--- config.mk ---
export PLATFORM = sky130hd
export DESIGN_NAME = mux_scan_ctrl
export DESIGN_NICKNAME = d
export VERILOG_FILES = /design/src/rtl/mux_scan_ctrl.sv
export SDC_FILE = /design/constraint.sdc
export NUM_CORES = 1
export LEC_CHECK = 0
export CAP_MARGIN = 20
export CORE_ASPECT_RATIO = 0.5
export CORE_MARGIN = 4
export CORE_UTILIZATION = 40
export DETAILED_ROUTE_END_ITERATION = 6
export PLACE_DENSITY = 0.7
export SYNTH_ARGS = -nofsm -noshare
export SYNTH_HDL_FRONTEND = slang
export SYNTH_SLANG_ARGS = --single-unit
--- constraint.sdc ---
create_clock -name clk -period 2.7 [get_ports clk]
set_input_delay 0.27 -clock clk [delete_from_list [all_inputs] [get_ports clk]]
set_output_delay 0.27 -clock clk [all_outputs]
set_load 0.03 [all_outputs]
--- src/rtl/mux_scan_ctrl.sv ---
// Scan sequencer for a 2**swidth:1 mux: visits enabled channels in ascending order and streams the samples out.
// Optional SCAN_PARITY_EN adds out_par, the even parity of the captured sample.
module mux_scan_ctrl #(
  parameter int width  = 4,
  parameter int swidth = 4
) (
  input  logic                 clk,
  input  logic                 rst_n,
  input  logic                 start,
  input  logic                 mode,
  input  logic                 stop,
  input  logic [2**swidth-1:0] ch_mask,
  output logic [swidth-1:0]    sel,
  input  logic [width-1:0]     mux_o,
  output logic [width-1:0]     out_data,
  output logic [swidth-1:0]    out_ch,
  output logic                 out_valid,
  input  logic                 out_ready,
  output logic                 busy,
  output logic                 done
`ifdef SCAN_PARITY_EN
  ,
  output logic                 out_par
`endif
);

  // state | meaning
  // IDLE  | waiting for start
  // SEEK  | testing channel sel, capturing it if enabled
  // HOLD  | sample presented, waiting for the handshake
  typedef enum logic [1:0] {IDLE, SEEK, HOLD} state_t;

  localparam int nch = 2**swidth;
  localparam logic [swidth-1:0] last_ch = swidth'(nch - 1);

  state_t           state;
  logic [nch-1:0]   mask_q;
  logic             mode_q;
  logic             stop_req;
  logic             adv;
  logic             scan_end;

  assign adv = ((state == SEEK) && !mask_q[sel]) ||
               ((state == HOLD) && out_valid && out_ready);

  // A pending stop ends the scan at the next advance; an empty mask never loops.
  assign scan_end = stop_req ||
                    ((sel == last_ch) && (!mode_q || (mask_q == '0)));

  always_ff @(posedge clk or negedge rst_n) begin
    if (!rst_n) begin
      state     <= IDLE;
      sel       <= '0;
      out_data  <= '0;
      out_ch    <= '0;
      out_valid <= 1'b0;
      busy      <= 1'b0;
      done      <= 1'b0;
      stop_req  <= 1'b0;
      mask_q    <= '0;
      mode_q    <= 1'b0;
`ifdef SCAN_PARITY_EN
      out_par   <= 1'b0;
`endif
    end else begin
      done <= 1'b0;
      case (state)
        IDLE: begin
          if (start) begin
            mask_q <= ch_mask;
            mode_q <= mode;
            sel    <= '0;
            busy   <= 1'b1;
            state  <= SEEK;
          end
        end
        SEEK: begin
          if (mask_q[sel]) begin
            out_data  <= mux_o;
            out_ch    <= sel;
            out_valid <= 1'b1;
`ifdef SCAN_PARITY_EN
            out_par   <= ^mux_o;
`endif
            state     <= HOLD;
          end
        end
        HOLD: begin
          if (out_ready) out_valid <= 1'b0;
        end
        default: state <= IDLE;
      endcase

      if ((state != IDLE) && stop) stop_req <= 1'b1;

      // sel+1 wraps naturally to channel 0 for the continuous case.
      if (adv) begin
        if (scan_end) begin
          sel      <= '0;
          state    <= IDLE;
          busy     <= 1'b0;
          done     <= 1'b1;
          stop_req <= 1'b0;
        end else begin
          sel   <= sel + 1'b1;
          state <= SEEK;
        end
      end
    end
  end

endmodule
==> flow_metrics.env, run 1 <==
export IMPL_outcome="complete, no violations"
export IMPL_synth_edf_count=0
export IMPL_nNetsFinal=196
export IMPL_pwr_density_cell_mw_per_mm2=1040
export IMPL_antenna_found_initial=0
export IMPL_fin_crit_sh=0.826
export IMPL_port_buffers=40
export IMPL_setup_tns_ns=0
export IMPL_clock_skew_final_ns=0.00790
export IMPL_synth_main_ff_cell="dfrtp_1"
export IMPL_clk_latency_ns=0.28
export IMPL_grt_ovfl_total=0
export IMPL_holdWs_ns=0.389
export IMPL_die_h_um=54.2
export IMPL_p_comb_frac=0.441
export IMPL_drt_first_pass_iters=3
export IMPL_start_kind="register"
export IMPL_post_route_drc_count=0
export IMPL_design_area_mm2=0.00225
export IMPL_p_sw_frac=0.362
export IMPL_avgSynthCellArea_um2=13.6
export IMPL_yosysTopAreaCellShare=0.514
export IMPL_drv_slew=0
export IMPL_cts_tree="built"
export IMPL_synth_seq_area_share=0.514
export IMPL_wl_um=3360
export IMPL_hpwl_um=2540
export IMPL_ant_nets=0
export IMPL_holdBufCountCts=0
export IMPL_fillCellCount=335
export IMPL_num_vias=1073
export IMPL_finish_utilization=0.561
export IMPL_p_leak_nw=0.960
export IMPL_end_kind="register"
export IMPL_via_per_inst=4.81
export IMPL_synth_cell_types=32
export IMPL_required_ns=2.87
export IMPL_path_class="register to register"
export IMPL_grt_usage=0.140
export IMPL_synth_seq_cells=35
export IMPL_fp_dieW_um=100
export IMPL_worst_hold_path_type="input port to asynchronous set/reset pin"
export IMPL_worstMarginPinSlew_ns=0.582
export IMPL_yosysTopAreaCell="dfrtp_1"
export IMPL_slew_headroom=0.612
export IMPL_ios=41
export IMPL_drive_above_1_share=0.243
export IMPL_design_core_area_mm2=0.00400
export IMPL_post_cts_buffers=0
export IMPL_cp_arrival_ns=2.40
export IMPL_async_reset_ff_frac=1.00
export IMPL_grt_pass1_vias=1153
export IMPL_die_area_mm2=0.00544
export IMPL_numCtsBuffers=5
export IMPL_synth_nets=152
export IMPL_gp_congestion=0.782
export IMPL_setup_viol_count_final=0
export IMPL_start_util=0.426
export IMPL_clkPwrFrac=0.160
export IMPL_wl_per_cell_um=15.1
export IMPL_fmaxAchievable_mhz=448
export IMPL_grt_first_pass_wirelength_um=5680
export IMPL_dpl_cell_count=216
export IMPL_fin_cells=223
export IMPL_final_hold_viol_count=0
export IMPL_netlist_area_mm2=0.00171
export IMPL_pwr_share_seq=0.399
export IMPL_rsz0062_at_grt="no"
export IMPL_period_needed_ns=2.23
export IMPL_cap_viol_max_count=0
export IMPL_grt_max_degree=36
export IMPL_yosys_warnings=0
export IMPL_place_ws_ns=0.475
export IMPL_cts_htree_levels=2
export IMPL_total_power_mw=2.33
export IMPL_synth_area_top_cells="dfrtp_1 51%, mux2_4 9.7%, mux2_2 7.3%"
export IMPL_cts_sinks=35
export IMPL_post_cts_resized=0
export IMPL_clkTransAtPathRegs_ns=0.07
export IMPL_clk_path_buf_depth=2
export IMPL_intPower_mw=1.49
export IMPL_p_switching_uw=843
export IMPL_clk_root_buffer_cell="clkbuf_8"
export IMPL_dr_first_iter_drc_count=37
export IMPL_post_dp_cell_area_mm2=0.00216
export IMPL_n_antenna_cell=0
export IMPL_rows=16
export IMPL_setup_slack_ns=0.470
export IMPL_netlist_instances=125
export IMPL_area_growth_synth_to_final_pct=31.8
export IMPL_cp_max_fo=13
export IMPL_ir_worst_vdd_v=0.000313
==> cell usage after synthesis (2+ instances only) <==
| cell | n |
|---|---|
| a21oi_1 | 3 |
| buf_2 | 2 |
| clkbuf_1 | 2 |
| dfrtp_1 | 35 |
| inv_1 | 4 |
| mux2_1 | 6 |
| mux2_2 | 11 |
| mux2_4 | 11 |
| mux2i_1 | 8 |
| mux4_2 | 2 |
| nand2_1 | 6 |
| nor2_1 | 7 |
| nor2b_1 | 4 |
| o21ai_0 | 3 |
| or4_1 | 4 |
==> critical path, cell delays in order, from the launching register on <==
cell and delay [ns]:
dfrtp_1 0.71, mux2i_1 0.17, mux4_2 0.57, nand3_2 0.13, o311ai_4 0.19, mux2_4 0.34
==> cell families (layout without fill, tap and decap cells) <==
| logic type | after synthesis | after routing | share of synthesized area |
|---|---|---|---|
| muxes | 39 | 39 | 0.296 |
| DFF | 35 | 35 | 0.514 |
| and+or+nand+nor | 28 | 28 | 0.0954 |
| AOI/OAI and AO/OA | 11 | 11 | 0.0521 |
| buffers and inverters | 9 | 53 | 0.0257 |
| xor gates and xnor gates | 2 | 2 | 0.0103 |
| adders and majority gates | 1 | 1 | 0.00734 |
==> final cells by class <==
cell class                 instances  area, um2  share of cell area
sequential                        35        876               0.390
multi-input combinational         81        786               0.350
timing repair buffer              42        415               0.185
clock buffer                       6       82.6              0.0367
tap                               54       67.6              0.0301
inverter                           4       15.0             0.00668
clock inverter                     1       5.00             0.00223
==> power groups by stage <==
stage | registers [mW] | logic, mW | clock network [mW]
CTS | 0.930 | 1.04 | 0.388
global route | 0.967 | 1.10 | 0.415
detailed placement | 0.940 | 1.04 | 0
global placement | 0.930 | 1.02 | 0
floorplan | 1.01 | 0.625 | 0
finish | 0.929 | 1.03 | 0.373
==> state kept, by name, summed over array words and instances, names as in the netlist <==
signal and count:
mask_q 16, busy 1, state 2, out_ch 4, out_data 4, done 1, stop_req 1, mode_q 1
out_valid 1, sel 4
==> layer usage <==
layer,vias up,GRT usage,wire (um)
met4,0,0.0470,31
met5,-,0,0
li1,529,-,-
met1,523,0.183,1600
met3,5,0.0427,111
met2,16,0.224,1620
==> worst paths after layout <==
check	startpoint	end	slack, ns	depth (start not counted)
setup / recovery	sel[1]	sel[1]	0.47	5
hold / removal	rst_n	mask_q[14]	0.39	2
setup reg to reg	sel[1]	sel[1]	0.47	5
hold reg to reg	mask_q[2]	mask_q[2]	0.51	1
max in group asynchronous	rst_n	mask_q[3]	1.99	2
min in group clk	mask_q[2]	mask_q[2]	0.51	1
==> placed cells by master, fill, tap and decap left out, types with 2 or more instances in the layout <==
cell,synthesis,routed
mux2_2,11,11
clkbuf_8,0,6
dfrtp_1,35,35
nand2_1,6,6
mux2_1,6,6
mux2_4,11,11
buf_4,0,2
clkdlybuf4s50_1,0,40
inv_1,4,4
mux4_2,2,2
nor2b_1,4,4
or4_1,4,4
mux2i_1,8,8
o21ai_0,3,3
a21oi_1,3,3
nor2_1,7,7
No activity file was read; power rests on OpenSTA's default activity.
==> run 2, diff against run 1 <==
--- a/config.mk
+++ b/config.mk
@@ -10,7 +10,7 @@
 export CORE_MARGIN = 4
 export CORE_UTILIZATION = 40
 export DETAILED_ROUTE_END_ITERATION = 6
-export PLACE_DENSITY = 0.7
+export PLACE_DENSITY = 0.72
 export SYNTH_ARGS = -nofsm -noshare
 export SYNTH_HDL_FRONTEND = slang
 export SYNTH_SLANG_ARGS = --single-unit
==> constraint.sdc (replaced) <==
create_clock -name clk -period 1.85 [get_ports clk]
set_input_delay 0.185 -clock clk [delete_from_list [all_inputs] [get_ports clk]]
set_output_delay 0.185 -clock clk [all_outputs]
set_load 0.03 [all_outputs]
==> flow_metrics.env, run 2 (same netlist as run 1, synthesis figures left out) <==
export IMPL_clk_root_buffer_cell="clkbuf_8"
export IMPL_pwr_density_cell_mw_per_mm2=1560
export IMPL_drive_above_1_share=0.349
export IMPL_mostFrequentLayoutCell="clkdlybuf4s50_1"
export IMPL_cp_top_family="multiplexers"
export IMPL_cp_arrival_ns=2.20
export IMPL_grt_first_pass_wirelength_um=6040
export IMPL_violations="negative setup slack"
export IMPL_slowest_delay_ns=0.55
export IMPL_cap_viol_max_count=0
export IMPL_clk_path_buf_depth=2
export IMPL_via_per_inst=4.85
export IMPL_end_kind="register"
export IMPL_area_growth_synth_to_final_pct=43.9
export IMPL_p_sw_frac=0.353
export IMPL_clkPwrFrac=0.159
export IMPL_p_switching_mw=1.35
export IMPL_grt_max_degree=36
export IMPL_ant_nets=0
export IMPL_crit_buf_inv=1
export IMPL_intPower_mw=2.48
export IMPL_clock_skew_final_ns=0.00717
export IMPL_cts_tree="built"
export IMPL_setup_slack_ns=-0.174
export IMPL_hpwl_um=2600
export IMPL_p_leak_nw=1.09
export IMPL_fin_crit_sh=1.09
export IMPL_gp_congestion=0.819
export IMPL_wl_per_cell_um=15.1
export IMPL_nNetsFinal=215
export IMPL_path_class="register to register"
export IMPL_design_core_area_mm2=0.00400
export IMPL_antenna_found_initial=0
export IMPL_fmaxAchievable_mhz=494
export IMPL_ff2ff_path_depth=6
export IMPL_wl_um=3670
export IMPL_die_h_um=54.2
export IMPL_ios=41
export IMPL_post_dp_cell_area_mm2=0.00227
export IMPL_worstMarginPinSlew_ns=0.495
export IMPL_design_area_mm2=0.00245
export IMPL_fin_cells=243
export IMPL_pwr_share_seq=0.346
export IMPL_cp_max_fo=8
export IMPL_cp_cell_sequence="buf_6 -> mux2i_1 -> mux4_2 -> mux2i_4 -> nand2_4 -> mux2_4"
export IMPL_final_hold_viol_count=0
export IMPL_num_vias=1178
export IMPL_drv_slew=0
export IMPL_drt_first_pass_iters=4
export IMPL_fp_dieW_um=100
export IMPL_worst_path_stages=6
export IMPL_period_needed_ns=2.02
export IMPL_final_cell_mix="40 x clkdlybuf4s50_1, 33 x dfrtp_1, 18 x buf_4"
export IMPL_start_kind="register"
export IMPL_dr_first_iter_drc_count=27
export IMPL_cts_sinks=35
export IMPL_dpl_cell_count=230
export IMPL_holdBufCountCts=0
export IMPL_port_buffers=40
export IMPL_cts_htree_levels=2
export IMPL_rsz0062_at_grt="yes"
export IMPL_post_route_drc_count=0
export IMPL_grt_usage=0.150
export IMPL_rows=16
export IMPL_die_area_mm2=0.00544
export IMPL_clkTransAtPathRegs_ns=0.07
export IMPL_grt_pass1_vias=1273
export IMPL_slowest_stage="mux4_2"
export IMPL_clk_latency_ns=0.29
export IMPL_grt_ovfl_total=0
export IMPL_n_antenna_cell=0
export IMPL_r2r_slack_ns=-0.17
export IMPL_slew_headroom=0.669
export IMPL_max_flop_register="mask_q"
export IMPL_ir_worst_vdd_v=0.000563
export IMPL_regToRegStartpoint="sel[1]"
export IMPL_r2r_end="out_data[0]"
export IMPL_start_util=0.426
export IMPL_numCtsBuffers=5
export IMPL_largest_reg_flops=16
export IMPL_p_comb_frac=0.495
export IMPL_fillCellCount=327
export IMPL_setup_viol_count_final=17
export IMPL_outcome="complete, but fails checks"
export IMPL_required_ns=2.02
export IMPL_worst_hold_path_type="input port to asynchronous set/reset pin"
-- run 2: cell count changes in the layout (fill, tap and decap cells not counted), sizes merged --
| cell | previous run | this run |
|---|---|---|
| buf | 2 | 21 |
| clkbuf | 6 | 8 |
| clkinv | 1 | 0 |
-- run 2: final cells by class --
| type | instances | area (um2) | share of cell area |
|---|---|---|---|
| Tap cell | 54 | 67.6 | 0.0275 |
| Inverter | 4 | 15.0 | 0.00612 |
| Multi-Input combinational cell | 81 | 825 | 0.336 |
| Timing Repair Buffer | 61 | 569 | 0.232 |
| Clock buffer | 8 | 100 | 0.0408 |
| Sequential cell | 35 | 878 | 0.358 |
-- run 2: how the worst max path moves through the flow --
stage	startpoint	to
floorplan	sel[1]	out_ch[0]
global placement	mask_q[11]	sel[3]
detailed placement	mask_q[11]	sel[3]
CTS	mask_q[7]	sel[3]
global route	sel[1]	out_data[0]
finish	sel[1]	out_data[0]
-- run 2: worst register-to-register path, cell delays in order, from the launching register on --
cell and delay (ns):
dfrtp_2 0.42, buf_6 0.15, mux2i_1 0.14, mux4_2 0.55
mux2i_4 0.19, nand2_4 0.14, mux2_4 0.32
-- run 2: timing repair --
item	in CTS	in global routing
pin swaps	7	5
resized for setup	8	4
endpoints found under the setup margin	17	18
buffers inserted	4	1
-- run 2: per-stage QoR --
step                total power [mW]  hold slack [ns]  TNS (ns)   util  worst slack, ns
global placement                3.03            0.491     -1.81  0.566           -0.167
global route                    4.06            0.354     -3.42  0.613           -0.218
finish                          3.83            0.306     -2.46  0.613           -0.174
detailed placement              3.07            0.497     -2.14  0.566           -0.222
floorplan                       2.39           -0.111     -1.62      -           -0.148
CTS                             3.81            0.328     -1.97  0.608           -0.154
-- run 2: layer usage --
| metal | part of all wire | track usage | vias to the layer above |
|---|---|---|---|
| met5 | 0 | 0 | - |
| met4 | 0.0071 | 0.0515 | 0 |
| met3 | 0.044 | 0.0440 | 4 |
| met2 | 0.50 | 0.247 | 20 |
| met1 | 0.45 | 0.194 | 583 |
| li1 | - | - | 571 |
-- run 2: power groups by stage --
stage / clock (mW) / combinational (mW) / sequential (mW)
2_1_floorplan: 0 / 0.913 / 1.48
6_report: 0.608 / 1.90 / 1.33
5_1_grt: 0.660 / 2.03 / 1.37
4_1_cts: 0.618 / 1.87 / 1.32
3_3_place_gp: 0 / 1.70 / 1.33
3_5_place_dp: 0 / 1.73 / 1.34
